## config.mk

```make
export PLATFORM = sky130hd
export DESIGN_NAME = mem_port_arbiter
export DESIGN_NICKNAME = d
export VERILOG_FILES = /design/src/rtl/mem_arb_pkg.sv /design/src/rtl/arb_lat_counter.sv /design/src/rtl/mem_port_arbiter.sv
export SDC_FILE = /design/constraint.sdc
export NUM_CORES = 1
export LEC_CHECK = 0
export CAP_MARGIN = 20
export CORE_MARGIN = 3
export CORE_UTILIZATION = 40
export CTS_CLUSTER_DIAMETER = 120
export DETAILED_ROUTE_END_ITERATION = 8
export PLACE_DENSITY = 0.65
export RECOVER_POWER = 25
export SYNTH_ARGS = -nofsm -noshare
export SYNTH_HDL_FRONTEND = slang
export SYNTH_SLANG_ARGS = --single-unit
```

## constraint.sdc

```tcl
create_clock -name clk -period 1.8 [get_ports clk]
set_input_delay 0.36 -clock clk [delete_from_list [all_inputs] [get_ports clk]]
set_output_delay 0.36 -clock clk [all_outputs]
set_load 0.02 [all_outputs]
```

## src/rtl/mem_arb_pkg.sv

```systemverilog
// Shared state encodings and mux-select codes for the memory-port arbiter.
// Optional feature macro used by this slice: ARB_ROUND_ROBIN_EN.
package mem_arb_pkg;

    typedef logic [1:0] state_t;

    localparam state_t ST_IDLE   = 2'd0;
    localparam state_t ST_GRANT0 = 2'd1;
    localparam state_t ST_GRANT1 = 2'd2;

    localparam logic [1:0] SEL_NONE = 2'b00;
    localparam logic [1:0] SEL_0    = 2'b01;
    localparam logic [1:0] SEL_1    = 2'b10;

    // One-hot mux select that corresponds to an arbiter state.
    function automatic logic [1:0] sel_of(input state_t st);
        case (st)
            ST_GRANT0: sel_of = SEL_0;
            ST_GRANT1: sel_of = SEL_1;
            default:   sel_of = SEL_NONE;
        endcase
    endfunction

endpackage

```

## src/rtl/arb_lat_counter.sv

```systemverilog
// Access-latency down-counter: loadable, decrements only while nonzero.
// zero_next gives the flag value after the coming edge so done can be registered.
module arb_lat_counter #(
    parameter int LAT_WIDTH = 4
) (
    input  logic                 clk,
    input  logic                 rst_n,
    input  logic                 load,
    input  logic [LAT_WIDTH-1:0] load_val,
    input  logic                 dec,
    output logic                 zero,
    output logic                 zero_next
);

    logic [LAT_WIDTH-1:0] cnt;
    logic [LAT_WIDTH-1:0] cnt_next;

    // NOTE: every always_comb output gets a default first so no latch is inferred.
    always_comb begin
        cnt_next = cnt;
        if (load) begin
            cnt_next = load_val;
        end else if (dec && (cnt != '0)) begin
            cnt_next = cnt - 1'b1;
        end
    end

    // NOTE: sequential state uses non-blocking assignments only.
    always_ff @(posedge clk) begin
        if (!rst_n) begin
            cnt <= '0;
        end else begin
            cnt <= cnt_next;
        end
    end

    assign zero      = (cnt == '0);
    assign zero_next = (cnt_next == '0);

endmodule

```

## src/rtl/mem_port_arbiter.sv

```systemverilog
// Two-port arbiter for the shared memory-address mux, with one idle turnaround between grants.
// Define ARB_ROUND_ROBIN_EN for round-robin on contention; default is fixed priority to port 0.
module mem_port_arbiter
    import mem_arb_pkg::*;
#(
    parameter int MEM_LATENCY = 3,
    parameter int LAT_WIDTH   = 4
) (
    input  logic       clk,
    input  logic       rst_n,
    input  logic       req0,
    input  logic       req1,
    output logic [1:0] sel,
    output logic       mem_en,
    output logic       done0,
    output logic       done1,
    output logic       busy
);

    localparam logic [LAT_WIDTH-1:0] LOAD_VAL = LAT_WIDTH'(MEM_LATENCY - 1);

    state_t     state;
    state_t     state_next;
    logic       pick1;
    logic       cnt_load;
    logic       cnt_dec;
    logic       cnt_zero;
    logic       cnt_zero_next;
    logic [1:0] sel_next;
    logic       mem_en_next;
    logic       done0_next;
    logic       done1_next;
    logic       busy_next;

`ifdef ARB_ROUND_ROBIN_EN
    logic last;

    // On contention the port that was not served last wins.
    assign pick1 = req1 && (!req0 || !last);

    always_ff @(posedge clk) begin
        if (!rst_n) begin
            last <= 1'b1;
        end else if (cnt_load) begin
            last <= (state_next == ST_GRANT1);
        end
    end
`else
    assign pick1 = req1 && !req0;
`endif

    assign cnt_load = (state == ST_IDLE) && (state_next != ST_IDLE);
    assign cnt_dec  = (state != ST_IDLE);

    arb_lat_counter #(
        .LAT_WIDTH(LAT_WIDTH)
    ) u_lat_counter (
        .clk      (clk),
        .rst_n    (rst_n),
        .load     (cnt_load),
        .load_val (LOAD_VAL),
        .dec      (cnt_dec),
        .zero     (cnt_zero),
        .zero_next(cnt_zero_next)
    );

    always_ff @(posedge clk) begin
        if (!rst_n) begin
            state  <= ST_IDLE;
            sel    <= SEL_NONE;
            mem_en <= 1'b0;
            done0  <= 1'b0;
            done1  <= 1'b0;
            busy   <= 1'b0;
        end else begin
            state  <= state_next;
            sel    <= sel_next;
            mem_en <= mem_en_next;
            done0  <= done0_next;
            done1  <= done1_next;
            busy   <= busy_next;
        end
    end

    always_comb begin
        state_next = state;
        case (state)
            ST_IDLE: begin
                if (req0 || req1) begin
                    state_next = pick1 ? ST_GRANT1 : ST_GRANT0;
                end
            end
            ST_GRANT0, ST_GRANT1: begin
                if (cnt_zero) begin
                    state_next = ST_IDLE;
                end
            end
            default: state_next = ST_IDLE;
        endcase
    end

    // Outputs are decoded from the next state so that they leave the register aligned with it.
    always_comb begin
        sel_next    = sel_of(state_next);
        mem_en_next = (state_next != ST_IDLE);
        busy_next   = (state_next != ST_IDLE);
        done0_next  = (state_next == ST_GRANT0) && cnt_zero_next;
        done1_next  = (state_next == ST_GRANT1) && cnt_zero_next;
    end

endmodule

```

; Word level (Yosys, flattened, before mapping)
; Cells that the tools add are included.
[word_totals]
output_inout_bits = 6
regBits = 11
latchBits = 0
memories = 0
word_cells = 32
mem_bits_ro = 0
ram_bits = 0
[classes]
muxes = 7
add_sub_neg = 1
shift = 0
multipliers = 0
n_div = 0
n_eq_ne = 4
n_reduce_logical = 14
n_lt_le_gt_ge = 0
bitwise_logic = 0
[op_table]
columns = cell, count
row1 = logical NOT 4 bit, 2
row2 = 2-to-1 mux 4 bit, 2
row3 = case mux 2 bit (2 select lines), 2
row4 = 2-to-1 mux 2 bit, 3
row5 = logical AND 1 bit, 5
row6 = "== test 2 x 1 -> 1 bit, second input constant", 2
row7 = "== test 2 bit, second input constant", 2
row8 = nonzero test 2 bit, 2
row9 = nonzero test 4 bit, 1
row10 = "subtractor 4 x 1 -> 4 bit, second input constant", 1
row11 = logical NOT 2 bit, 1
row12 = OR reduction 2 bit, 1
row13 = logical NOT 1 bit, 1
row14 = logical OR 1 bit, 1

; Logic depth before layout (Yosys ltp)
; Gate-level depths: netlist (run 1).
[depth]
ltp_word = 10
mapped_depth = 7
ltp_nobuf = 6

; Hierarchy
; Synthesis (run 1) repeated with hierarchy kept, for this count alone.
[hier_totals]
hier_cells = 69
hier_area_um2 = 644.4
[modules_own_cells]
columns = module, area_each_um2, n_inst, cells_each, seq_area_each_um2
row1 = mem_port_arbiter, 364.1, 1, 37, 140.1
row2 = arb_lat_counter, 280.3, 1, 32, 80.1

; Least setup slack after synthesis (run 1)
; Ideal clock, no wire load.
[synth_timing]
path_kind = register to register
from = register u_lat_counter.cnt[0]
to = register u_lat_counter.cnt[1]
slack_ns = 0.184
arrival_ns = 1.501
n_path_buf = 0
t_required_ns = 1.685
stages_incl_launch_ff = 7
setup_time_ns = 0.115
path_cell_list = dfxtp_1 inv_1 ha_1 nor3b_2 o211ai_2 o311a_4 o21a_1
[synth_between]
elab_chain_len = 6
word_cells_on_any_way = 10
cone_classes = add/sub: 1 / mux: 4 / reduce/logical: 5
[synth_rtl]
columns = item, line_no
row1 = start: declaration, arb_lat_counter.sv:15  ; logic [LAT_WIDTH-1:0] cnt;
row2 = start signal: assignment, arb_lat_counter.sv:33  ; cnt <= cnt_next;
row3 = logical NOT 4 bit, arb_lat_counter.sv:37  ; assign zero = (cnt == '0);
row4 = 2-to-1 mux 2 bit, mem_port_arbiter.sv:94  ; if (cnt_zero) begin
row5 = case mux 2 bit (2 select lines), mem_port_arbiter.sv:87  ; case (state)
row6 = nonzero test 2 bit, mem_port_arbiter.sv:52  ; assign cnt_load = (state == ST_IDLE) && (state_next != ST_IDLE);
row7 = logical AND 1 bit, mem_port_arbiter.sv:52
row8 = 2-to-1 mux 4 bit (*), arb_lat_counter.sv:21  ; if (load) begin
; Every way passes the cells marked *; elsewhere a longest branch is shown, timed or not.
; A chain may end at the register's enable or synchronous reset.

; Worst setup path after layout (run 1)
[layout_timing]
from = register state[0]
to = register u_lat_counter.cnt[3]
[layout_between]
elab_chain_len = 6
word_cells_on_any_way = 13
cone_classes = eq/ne: 2 / mux: 5 / reduce/logical: 6
[layout_rtl]
columns = item, line_no
row1 = start: declaration, mem_port_arbiter.sv:22  ; state_t state;
row2 = start signal: assignment, mem_port_arbiter.sv:76  ; state <= state_next;
row3 = == test 2 x 1 -> 1 bit or == test 2 bit (tied branches), mem_port_arbiter.sv:87
row4 = OR reduction 2 bit, mem_port_arbiter.sv:87
row5 = case mux 2 bit (2 select lines), mem_port_arbiter.sv:87
row6 = nonzero test 2 bit, mem_port_arbiter.sv:52
row7 = logical AND 1 bit, mem_port_arbiter.sv:52
row8 = 2-to-1 mux 4 bit (*), arb_lat_counter.sv:21
; Marks and branches as above.

==> results.sh, run 1 <==
export IMPL_run_status="completed"
export IMPL_drt_iter0_markers=4
export IMPL_ys_top_cells_by_area="dfxtp_1 (37%), nor3b_2 (8.5%), ha_1 (6.3%)"
export IMPL_critical_path_class="flop to flop"
export IMPL_synthArstFlopShare_pct=0
export IMPL_insertion_delay_ns=0.26
export IMPL_seq_area_frac_synth_pct=37.2
export IMPL_relSlewSlack_pct=76.4
export IMPL_globalRouteOverflowTotal=0
export IMPL_synth_top_area_cell="dfxtp_1"
export IMPL_portBuffers=9
export IMPL_yosysMostFrequentCell="dfxtp_1"
export IMPL_post_route_drc_count=0
export IMPL_crit_path_end_kind="flop"
export IMPL_hold_viol_final=0
export IMPL_internal_power_w=0.000459
export IMPL_coreArea_sq_um=1350
export IMPL_ios=10
export IMPL_fin_nets=87
export IMPL_synth_edff_count=0
export IMPL_grt_use_total_pct=12.8
export IMPL_crit_family="simple AND/OR/NAND/NOR gates"
export IMPL_sw_frac_of_total_pct=30.1
export IMPL_cellLeakagePower_nw=0.291
export IMPL_grt_pass1_vias=438
export IMPL_p_clk_share_pct=24.4
export IMPL_cts_resized=0
export IMPL_hold_class="flop to flop"
export IMPL_ys_flop_type="dfxtp_1"
export IMPL_ir_drop_v=0.000556
export IMPL_vias=475
export IMPL_timing_hold_ws_ns=0.627
export IMPL_wl_per_cell_um=11.1
export IMPL_drtPass1Iterations=4
export IMPL_drt_wl_total_um=1050
export IMPL_yosysWarnings=0
export IMPL_tritoncts="yes"
export IMPL_synthCells=64
export IMPL_fin_crit_ns=1.67
export IMPL_grt_pass1_wl_um=1830
export IMPL_power_per_cell_area_nw_per_um2=860
export IMPL_die_h_um=44.5
export IMPL_routabilityCongestion=0.839
export IMPL_crit_chain="inv_1 > ha_1 > or4_1 > nor3_2 > a21oi_1 > nor3b_2"
export IMPL_synth_top_cell_area_share_pct=37.2
export IMPL_tightest_slew_ns=0.350
export IMPL_ys_ff_latch=11
export IMPL_post_cts_buffers=0
export IMPL_cts_max_level=1
export IMPL_p_seq_share_pct=42.2
export IMPL_cap_viol_max_count=0
export IMPL_drive_gt1_share_pct=20.3
export IMPL_synthTopCellsByCount="dfxtp_1 (11), inv_1 (7), nor2_1 (6)"
export IMPL_cts_path_max_buffers=2
export IMPL_path_buf_inv=1
export IMPL_pwr_share_comb_pct=33.4
export IMPL_final_setup_tns_ns=0
export IMPL_max_freq_mhz=597
export IMPL_dpl_hpwl_um=857
export IMPL_cp_slowest_cell="or4_1"
export IMPL_chipWidth_um=44.5
export IMPL_cts_sinks=11
export IMPL_power_switching_w=0.000197
export IMPL_cp_arrival_ns=1.87
export IMPL_viasPerCell=5.05
export IMPL_postLayoutCoreUtil_pct=56.5
export IMPL_synthesis_area_sq_um=592
export IMPL_antenna_found_initial=0
export IMPL_worstPathMaxFanout=5
export IMPL_start_kind="flop"
export IMPL_rsz0062_at_grt="true"
export IMPL_yosys_cell_types_count=26
export IMPL_ant_nets=0
export IMPL_synth_avg_cell_area_sq_um=9.25
export IMPL_period_share_pct=93.0
export IMPL_area_growth_pct=29.0
export IMPL_syn_num_nets=71
export IMPL_finalSetupViolations=0
export IMPL_fill_cells=123
export IMPL_skew_ns=0.00150
export IMPL_core_rowCount=13
export IMPL_grt_max_degree=9
export IMPL_cts_hold_fix_buffers=0
export IMPL_dieArea_sq_um=1980
export IMPL_slowest_delay_ns=0.55
export IMPL_numCtsBuffers=3
export IMPL_initial_utilization_pct=43.8
export IMPL_clk_pin_slew_worst_paths_ns=0.06
export IMPL_drv_slew=0
export IMPL_n_antenna_cell=0
export IMPL_cts_root_buffer="clkbuf_4"
export IMPL_required_ns=1.99
## path summary, 6_finish.rpt
check | start | end | slack [ns] | cells past startpoint
max | state[0]$_SDFF_PN0_ | u_lat_counter.cnt[3]$_SDFF_PN0_ | 0.13 | 6
min | u_lat_counter.cnt[3]$_SDFF_PN0_ | done1$_SDFF_PN0_ | 0.63 | 1
max reg2reg | state[0]$_SDFF_PN0_ | u_lat_counter.cnt[3]$_SDFF_PN0_ | 0.13 | 6
min reg2reg | u_lat_counter.cnt[3]$_SDFF_PN0_ | done1$_SDFF_PN0_ | 0.63 | 1
## power groups by stage
stage               registers (W)  clock network [W]  logic (W)
global placement         0.000281                  0   0.000208
floorplan                0.000290                  0   0.000136
global route             0.000279           0.000181   0.000244
detailed placement       0.000281                  0   0.000211
finish                   0.000277           0.000160   0.000219
CTS                      0.000276           0.000169   0.000212
## per-stage QoR
step                      setup WS, ns  power (W)  std cells  cell area (sq um)
after floorplan                  0.184   0.000425         64                592
final                            0.126   0.000657         94                763
after global routing           -0.0311   0.000704         94                763
after detailed placement        0.0297   0.000493         90                718
after CTS                       0.0900   0.000657         94                744
after global placement          0.0570   0.000489         90                718
## area by class of cell
class	instances	area, sq um	area share, %
Timing Repair Buffer	13	120	15.7
Tap cell	15	18.8	2.46
Inverter	7	26.3	3.44
Clock buffer	4	26.3	3.44
Multi-Input combinational cell	44	350	45.9
Sequential cell	11	221	29.0
## cells in the final DEF, fill, tap and decap left out, drive strengths merged, types with 3 or more instances in the layout
cell type	synthesis	layout
dfxtp	11	11
nor2b	4	4
inv	7	7
ha	3	3
clkdlybuf4s50	0	9
nor4	3	3
o21a	3	3
nor3b	5	5
nor2	6	6
buf	2	4
clkbuf	0	4
nand2	3	3
## per-layer routing
layer  GRT usage, %  up-vias  wire length [um]
met1           16.2      211               516
li1               -      253                 -
met4           5.42        0                13
met5              0        -                 0
met3           6.50        2                66
met2           18.1        9               451
## sequential cells by signal (all words and copies together), names as in the netlist
signal / flops
done1: 1
sel: 2
busy: 1
state: 2
done0: 1
u_lat_counter.cnt: 4
## cell families (layout without fill, tap and decap cells)
kind of cell    Yosys count  count (layout)  synth area share (%)
simple gates             28              28                  30.9
compound gates           11              11                  15.9
flops                    11              11                  37.2
buf+inv                   9              24                  6.55
fa+ha+maj                 3               3                  6.34
xor+xnor                  1               1                  1.48
mux                       1               1                  1.69
Power figures use the tool's default switching activity.
==> run 2, diff against run 1 <==
- ABC_AREA: not set -> 1
- PLACE_DENSITY: 0.65 -> 0.66
==> run 2 against run 1 <==
- critical path depth decreased by 5
- clock power barely moved
- first-iteration DRC count fell by 50%
- clock skew about the same
- global-route usage fell by 1.0 points
- final cell count up 11%
- non-clock buffer count down 4
- critical path type is now flop to primary output
- critical endpoint is now busy
==> results.sh, run 2 <==
export IMPL_routabilityCongestion=0.743
export IMPL_max_freq_mhz=642
export IMPL_wl_per_cell_um=9.38
export IMPL_numPlacedInstances=100
export IMPL_vias=464
export IMPL_post_route_drc_count=0
export IMPL_synth_simple_area_share_pct=34.0
export IMPL_insertion_delay_ns=0.26
export IMPL_reg_largest_list="u_lat_counter.cnt x4, sel x2, state x2"
export IMPL_synthesis_area_sq_um=556
export IMPL_globalRouteOverflowTotal=0
export IMPL_p_seq_share_pct=45.4
export IMPL_ir_drop_v=0.000490
export IMPL_cts_hold_fix_buffers=0
export IMPL_synth_adder_area_share_pct=6.76
export IMPL_yosysWarnings=0
export IMPL_run_status="completed"
export IMPL_power_w=0.000605
export IMPL_crit_family="buffers and inverters"
export IMPL_timing_hold_ws_ns=0.484
export IMPL_chipWidth_um=43.3
export IMPL_drive_gt1_share_pct=13.3
export IMPL_p_clk_share_pct=26.2
export IMPL_syn_num_nets=85
export IMPL_postLayoutCoreUtil_pct=56.4
export IMPL_cts_resized=0
export IMPL_die_h_um=43.3
export IMPL_crit_path_end_kind="primary output"
export IMPL_rsz0062_at_grt="false"
export IMPL_final_setup_tns_ns=0
export IMPL_slowest_delay_ns=0.60
export IMPL_cap_viol_max_count=0
export IMPL_numCtsBuffers=3
export IMPL_tightest_slew_ns=0.233
export IMPL_cp_arrival_ns=1.20
export IMPL_r2r_start="state[0]$_SDFF_PN0_"
export IMPL_synthCells=78
export IMPL_grt_pass1_wl_um=1640
export IMPL_synthTopCellsByCount="inv_1 (17), nand2_1 (16), dfxtp_1 (11)"
export IMPL_cts_path_max_buffers=2
export IMPL_synth_avg_cell_area_sq_um=7.12
export IMPL_core_rowCount=12
export IMPL_grt_max_degree=7
export IMPL_regMostFlops="u_lat_counter.cnt"
export IMPL_synth_compound_area_share_pct=4.50
export IMPL_ant_nets=0
export IMPL_ios=10
export IMPL_ys_flop_type="dfxtp_1"
export IMPL_path_buf_inv=1
export IMPL_tritoncts="yes"
export IMPL_clk_pin_slew_worst_paths_ns=0.06
export IMPL_drt_iter0_markers=2
export IMPL_rr_worst_depth=9
export IMPL_yosysMostFrequentCell="inv_1"
export IMPL_yosys_cell_types_count=15
export IMPL_hold_viol_final=0
export IMPL_seq_area_frac_synth_pct=39.6
export IMPL_grt_pass1_vias=405
export IMPL_relSlewSlack_pct=84.4
export IMPL_crit_start="busy$_SDFF_PN0_"
export IMPL_post_cts_buffers=0
export IMPL_coreArea_sq_um=1200
export IMPL_power_switching_w=0.000187
export IMPL_crit_chain="clkdlybuf4s50_1"
export IMPL_synth_top_area_cell="dfxtp_1"
export IMPL_dpl_hpwl_um=804
export IMPL_finalSetupViolations=0
export IMPL_synth_xor_xnor_area_share_pct=1.58
export IMPL_antenna_found_initial=0
export IMPL_portBuffers=9
export IMPL_worstPathMaxFanout=2
export IMPL_r2r_slack_ns=0.26
export IMPL_min_delay_start="u_lat_counter.cnt[0]$_SDFF_PN0_"
export IMPL_cts_max_level=1
export IMPL_initial_utilization_pct=46.3
export IMPL_skew_ns=0.00134
export IMPL_drv_slew=0
export IMPL_cp_slowest_cell="clkdlybuf4s50_1"
export IMPL_synth_edff_count=0
export IMPL_drt_wl_total_um=976
export IMPL_cts_root_buffer="clkbuf_4"
export IMPL_hold_class="flop to flop"
export IMPL_synthMuxAreaShare_pct=0
export IMPL_cellLeakagePower_nw=0.347
export IMPL_largest_register_ffs=4
export IMPL_viasPerCell=4.46
export IMPL_synth_top_cell_area_share_pct=39.6
export IMPL_critical_path_class="flop to primary output"
export IMPL_ys_top_cells_by_area="dfxtp_1 (40%), inv_1 (11%), nand2_1 (11%)"
export IMPL_synth_top_family_by_area="simple AND/OR/NAND/NOR gates"
export IMPL_worst_r2r_endpoint="done0$_SDFF_PN0_"
export IMPL_ys_ff_latch=11
export IMPL_dieArea_sq_um=1870
export IMPL_fin_crit_ns=1.56
export IMPL_cts_sinks=11
export IMPL_synthArstFlopShare_pct=0
export IMPL_power_per_cell_area_nw_per_um2=894
export IMPL_area_growth_pct=21.8
export IMPL_n_antenna_cell=0
export IMPL_start_kind="flop"
export IMPL_grt_use_total_pct=11.8
export IMPL_drtPass1Iterations=2
export IMPL_internal_power_w=0.000418
export IMPL_crit_end="busy"
export IMPL_fin_cells=104
export IMPL_cp_num_cells=1
export IMPL_final_cell_mix="inv_1 (18), nand2_1 (18), dfxtp_1 (11), clkdlybuf4s50_1 (9), nor2_1 (7)"
export IMPL_pwr_share_comb_pct=28.3
export IMPL_period_share_pct=86.5
export IMPL_sw_frac_of_total_pct=30.9
export IMPL_fin_nets=98
export IMPL_required_ns=1.44
[run 2: cell families after synthesis]
kind of cell	after synthesis
xor gates and xnor gates	1
adders and majority gates	3
DFF	11
AOI/OAI and AO/OA	5
buffers and inverters	19
and+or+nand+nor	39
[run 2: stage by stage]
stage | setup slack, ns | area [sq um]
2_1_floorplan | 0.474 | 556
3_3_place_gp | 0.231 | 656
3_5_place_dp | 0.208 | 656
4_1_cts | 0.232 | 682
5_1_grt | 0.0859 | 677
6_report | 0.242 | 677
[run 2: final cells by class]
type / count / area, sq um
multi-input combinational: 48 / 255
fill: 124 / 524
clock buffer: 4 / 26.3
timing repair buffer: 9 / 90.1
tap: 14 / 17.5
inverter: 18 / 67.6
sequential: 11 / 220
[run 2: worst min path at each step]
stage,end,slack [ns],depth (start not counted)
2_1_floorplan,u_lat_counter.cnt[0]$_SDFF_PN0_,0.46,2
3_3_place_gp,u_lat_counter.cnt[0]$_SDFF_PN0_,0.48,2
3_5_place_dp,u_lat_counter.cnt[0]$_SDFF_PN0_,0.48,2
4_1_cts,u_lat_counter.cnt[0]$_SDFF_PN0_,0.49,2
5_1_grt,u_lat_counter.cnt[0]$_SDFF_PN0_,0.51,2
6_report,u_lat_counter.cnt[0]$_SDFF_PN0_,0.48,2
[run 2: metal layers]
layer,up-vias,wire [um],global-route usage (%)
li1,256,-,-
met3,2,32,6.36
met2,6,442,16.8
met4,0,6,3.61
met5,-,0,0
met1,200,494,15.1
[run 2: power by group through the flow]
| stage | Clock, W | Combinational (W) | Sequential, W |
|---|---|---|---|
| after global placement | 0 | 0.000175 | 0.000281 |
| after global routing | 0.000174 | 0.000196 | 0.000277 |
| after floorplan | 0 | 0.000117 | 0.000290 |
| after detailed placement | 0 | 0.000177 | 0.000281 |
| final | 0.000159 | 0.000172 | 0.000275 |
| after CTS | 0.000165 | 0.000179 | 0.000275 |
==> RTL change 1, RTL diff (flow settings as in run 2) <==
The option `ARB_ROUND_ROBIN_EN` is turned on by a define.
--- a/src/rtl/mem_port_arbiter.sv
+++ b/src/rtl/mem_port_arbiter.sv
@@ -1,4 +1,6 @@
 // Two-port arbiter for the shared memory-address mux, with one idle turnaround between grants.
 // Define ARB_ROUND_ROBIN_EN for round-robin on contention; default is fixed priority to port 0.
+`define ARB_ROUND_ROBIN_EN
+
 module mem_port_arbiter
     import mem_arb_pkg::*;
Formal check against the unedited RTL: not equivalent (a bounded check fails within 10 cycles, from zero or initial values and one cycle with rst_n low).
==> RTL change 1 against run 2 <==
Die area increased by 12%. Core utilization decreased by 1.2 points. Highest routed layer unchanged. Worst setup slack got worse by 0.013 ns. Sequential cell count increased by 1. Design area increased by 13%. Routed wire length increased by 7.4%. Worst hold slack got worse by 0.014 ns. Synthesized area increased by 14%. First-iteration DRC count decreased by 50%. Register-to-register slack improved by 0.03 ns.
Power is not compared: it rests on default switching activity, and its combinational part moved more than twofold at a synthesized area within 25%.
==> RTL change 1: results (changes against run 2) <==
Outcome
  • Status: completed

Synthesis
  • Most frequent cells after synthesis: 20 x nand2_1, 12 x dfxtp_1, 11 x inv_1, 10 x nor2_1, 5 x nand2_4
  • Seq/Total Area, Yosys: 0.381 (-0.0154)
  • Synth Area per Inst: 7.69 sq um (+8.0%)
  • Top-count cell post-synth: nand2_1
  • Area contributors post-synth: dfxtp_1 38%, nand2_1 12%, nand2_4 8.9%
  • Mapped Cells: 82 (+5.1%)
  • Synth Net Count: 89 (+4.7%)

Setup path
  • Worst r2r path cells: 11 (+2)
  • Worst R2R Setup Slack: 0.29 ns (+0.03 ns)
  • RR Endpoint: done1

Global route
  • Largest net degree at the start of global routing: 9 (+2)
  • Global-route wire length before repair: 1.89 mm (+16%)
  • Tot GR Track Use: 0.132 (+0.0139)

Worst hold path
  • Hold Crit Start: last
  • Worst hold path endpoint: last

Timing
  • Fin Clk Skew: 0.00366 ns (+0.00233 ns)
  • Slew HR: 0.833 (-0.0105)
  • Fin Hold WS: 0.470 ns (-0.0141 ns)

Drt
  • Vias per cell: 4.53 (+1.6%)
  • Final WL: 1.05 mm (+7.4%)

Layout
  • Share of cells above drive strength 1: 0.170 (+0.0369)
  • ClkCell Share: 0.0475 (+0.00872)
  • Reg area: 240 sq um (+9.1%)
  • Count of multi-input gates: 56 (+17%)
  • Footprint of the multi-input gates: 329 sq um (+29%)
  • # nets final: 102 (+4.1%)
  • Non-clk invs: 13 (-5)
  • Portion of the layout cell area used by non-clock buffers: 0.118 (-0.0151)

Place
  • Post-DP HPWL: 846 um (+5.3%)
  • RePlAce Congestion: 0.815 (+9.6%)
## RTL change 1: how the worst max path moves through the flow
stage	from	end	slack, ns
after CTS	busy	mem_en	0.21
after global routing	state[0]	done1	0.11
after detailed placement	req1	done1	0.16
after global placement	req1	done0	0.18
final	busy	mem_en	0.23
after floorplan	state[0]	done1	0.40
## RTL change 1: per-stage QoR
step | worst slack, ns | util
CTS | 0.209 | 0.556
floorplan | 0.396 | -
global placement | 0.182 | 0.529
finish | 0.229 | 0.552
detailed placement | 0.158 | 0.529
global route | 0.112 | 0.552
## RTL change 1: kinds of logic after synthesis
| group | synth area share |
|---|---|
| simple gates | 0.403 |
| buf+inv | 0.0893 |
| flops | 0.381 |
| compound gates | 0.0397 |
| fa+ha+maj | 0.0595 |
| xor+xnor | 0.0278 |
## RTL change 1: metal layers
layer	global-route usage	up-vias	wire length (um)
li1	-	272	-
met1	0.164	211	474
met2	0.198	8	517
met3	0.0593	3	41
met4	0.0511	0	14
met5	0	-	0
==> RTL change 2, RTL diff (flow settings as in run 2) <==
Made on the original files. The output `done0` loses its register stage (`done0` becomes a continuous assignment).
--- a/src/rtl/mem_port_arbiter.sv
+++ b/src/rtl/mem_port_arbiter.sv
@@ -70,5 +70,4 @@
             sel    <= SEL_NONE;
             mem_en <= 1'b0;
-            done0  <= 1'b0;
             done1  <= 1'b0;
             busy   <= 1'b0;
@@ -77,9 +76,10 @@
             sel    <= sel_next;
             mem_en <= mem_en_next;
-            done0  <= done0_next;
             done1  <= done1_next;
             busy   <= busy_next;
         end
     end
+
+    assign done0 = done0_next;
 
     always_comb begin
Behaviour: not the same (a bounded check fails within 4 cycles, from zero or initial values and one cycle with rst_n low).
==> RTL change 2 against run 2 <==
Synthesized area fell by 3.2%. Design area rose by 41%. Via count increased by 33%. Critical path depth increased by 11. Global-route usage increased by 10 points. Routed wire length rose by 81%. Worst setup slack lost 0.58 ns. The run now ends with setup timing left. Sequential cell count shrank 1. Critical endpoint is now done0. Synthesized cell count down 2.6%. Non-clock buffer count grew 27. First-iteration DRC count rose to 5.0 times the old value.
Power is not compared: it rests on default switching activity, and its combinational part moved more than twofold at a synthesized area within 25%.
==> RTL change 2: results (changes against run 2) <==
Outcome
  • Status: finished with violations
  • Failing checks: setup timing

Timing
  • Final worst slack: -0.338 ns (-0.581 ns)
  • Fin Clk Skew: 0.00416 ns (+0.00282 ns)
  • Slew HR: 0.838 (-0.00618)
  • Fin Setup TNS: -0.338 ns (-0.338 ns)
  • Fin Hold WS: 0.684 ns (+0.200 ns)
  • Final setup fails: 1 (+1)

Setup path
  • Worst r2r path cells: 14 (+5)
  • Critical path data arrival time: 1.78 ns (+0.58 ns)
  • Worst R2R Setup Slack: 0.03 ns (-0.23 ns)
  • RR Endpoint: done1

Place
  • RePlAce Congestion: 0.823 (+11%)
  • Post-DP HPWL: 1.06 mm (+32%)

Drt
  • 1st-iter DRT viols: 10 (+8)
  • Via Count: 617 (+33%)
  • Vias per cell: 4.78 (+7.2%)
  • Detailed Routing Iterations Pass 1: 4 (+2)

Worst hold path
  • Worst hold path endpoint: u_lat_counter.cnt[3]
  • Hold Crit Start: u_lat_counter.cnt[3]
  • Hold path cells: 3 (+1)

Synthesis
  • Netlist cell types: 16 (+1)
  • Synth Net Count: 83 (-2.4%)
  • Most frequent cells after synthesis: 15 x inv_1, 15 x nand2_1, 10 x dfxtp_1, 8 x nand2_2, 8 x nor2_1
  • Seq/Total Area, Yosys: 0.372 (-0.0243)

Global route
  • Vias in the first global route: 652 (+61%)
  • Met2 Use GR: 0.359 (+0.191)
  • Global-route wire length before repair: 2.93 mm (+79%)

Layout
  • Share of cells above drive strength 1: 0.539 (+0.406)
  • # nets final: 123 (+26%)

Clock tree
  • Worst-Skew Late Latency: 0.28 ns (+0.02 ns)
==> RTL change 2: changes by cell type after synthesis, sizes merged <==
| cell | delta |
|---|---|
| inv | -2 |
| nor2 | +1 |
| dfxtp | -1 |
==> RTL change 2: logic make-up (layout without fill, tap and decap cells) <==
family                     Yosys count  in the layout  share of synthesized area
buffers and inverters               17             56                      0.126
AOI/OAI and AO/OA                    5              5                     0.0535
DFF                                 10             10                      0.372
adders and majority gates            3              3                     0.0698
and+or+nand+nor                     40             40                      0.363
xor gates and xnor gates             1              1                     0.0163
==> RTL change 2: worst max path at each step <==
stage          startpoint    end  slack, ns  depth (start not counted)
2_1_floorplan    state[0]  done0       0.04                         11
3_3_place_gp         req1  done0      -0.61                         12
3_5_place_dp         req1  done0      -0.70                         12
4_1_cts          state[1]  done0      -0.25                         12
5_1_grt          state[0]  done0      -0.40                         12
6_report         state[0]  done0      -0.34                         12
==> RTL change 2: worst max-delay path: stages, from the launching register on <==
cell and delay [ns]:
dfxtp_2 0.35, inv_2 0.05, ha_4 0.25, nand2_2 0.07, inv_2 0.03, nand2_2 0.06
nand2_2 0.06, nand2_2 0.07, nand2_2 0.07, nand2_2 0.11, nand4_4 0.10, nor2_4 0.12
buf_6 0.13
==> RTL change 2: layout make-up <==
cell class	count	area share
tap	14	0.0183
timing repair buffer	36	0.312
multi-input combinational	49	0.357
sequential	10	0.212
clock buffer	4	0.0380
inverter	16	0.0628
==> RTL change 2: power groups by stage <==
stage	clock network [uW]	registers [uW]	logic [uW]
6_report	219	250	392
4_1_cts	213	249	362
3_3_place_gp	0	252	255
2_1_floorplan	0	263	130
3_5_place_dp	0	252	261
5_1_grt	228	251	428
==> RTL change 2: layer usage <==
| layer | routed length (um) | share of wire |
|---|---|---|
| met2 | 908 | 0.51 |
| met4 | 71 | 0.040 |
| met5 | 0 | 0 |
| met3 | 92 | 0.052 |
| met1 | 699 | 0.39 |
==> RTL change 2: repair_timing <==
action / 4_1_cts / 5_1_grt
pin swaps: 6 / 8
gates resized for setup: 17 / 13
hold buffers: 0 / 0
hold endpoints to repair: 0 / 0
endpoints found under the setup margin: 1 / 2
buffers inserted: 9 / 2
==> RTL change 2: metrics by stage <==
| step | area [sq um] | worst slack (ns) |
|---|---|---|
| floorplan | 541 | 0.0368 |
| global placement | 783 | -0.607 |
| detailed placement | 783 | -0.697 |
| CTS | 928 | -0.248 |
| finish | 956 | -0.338 |
| global route | 956 | -0.400 |
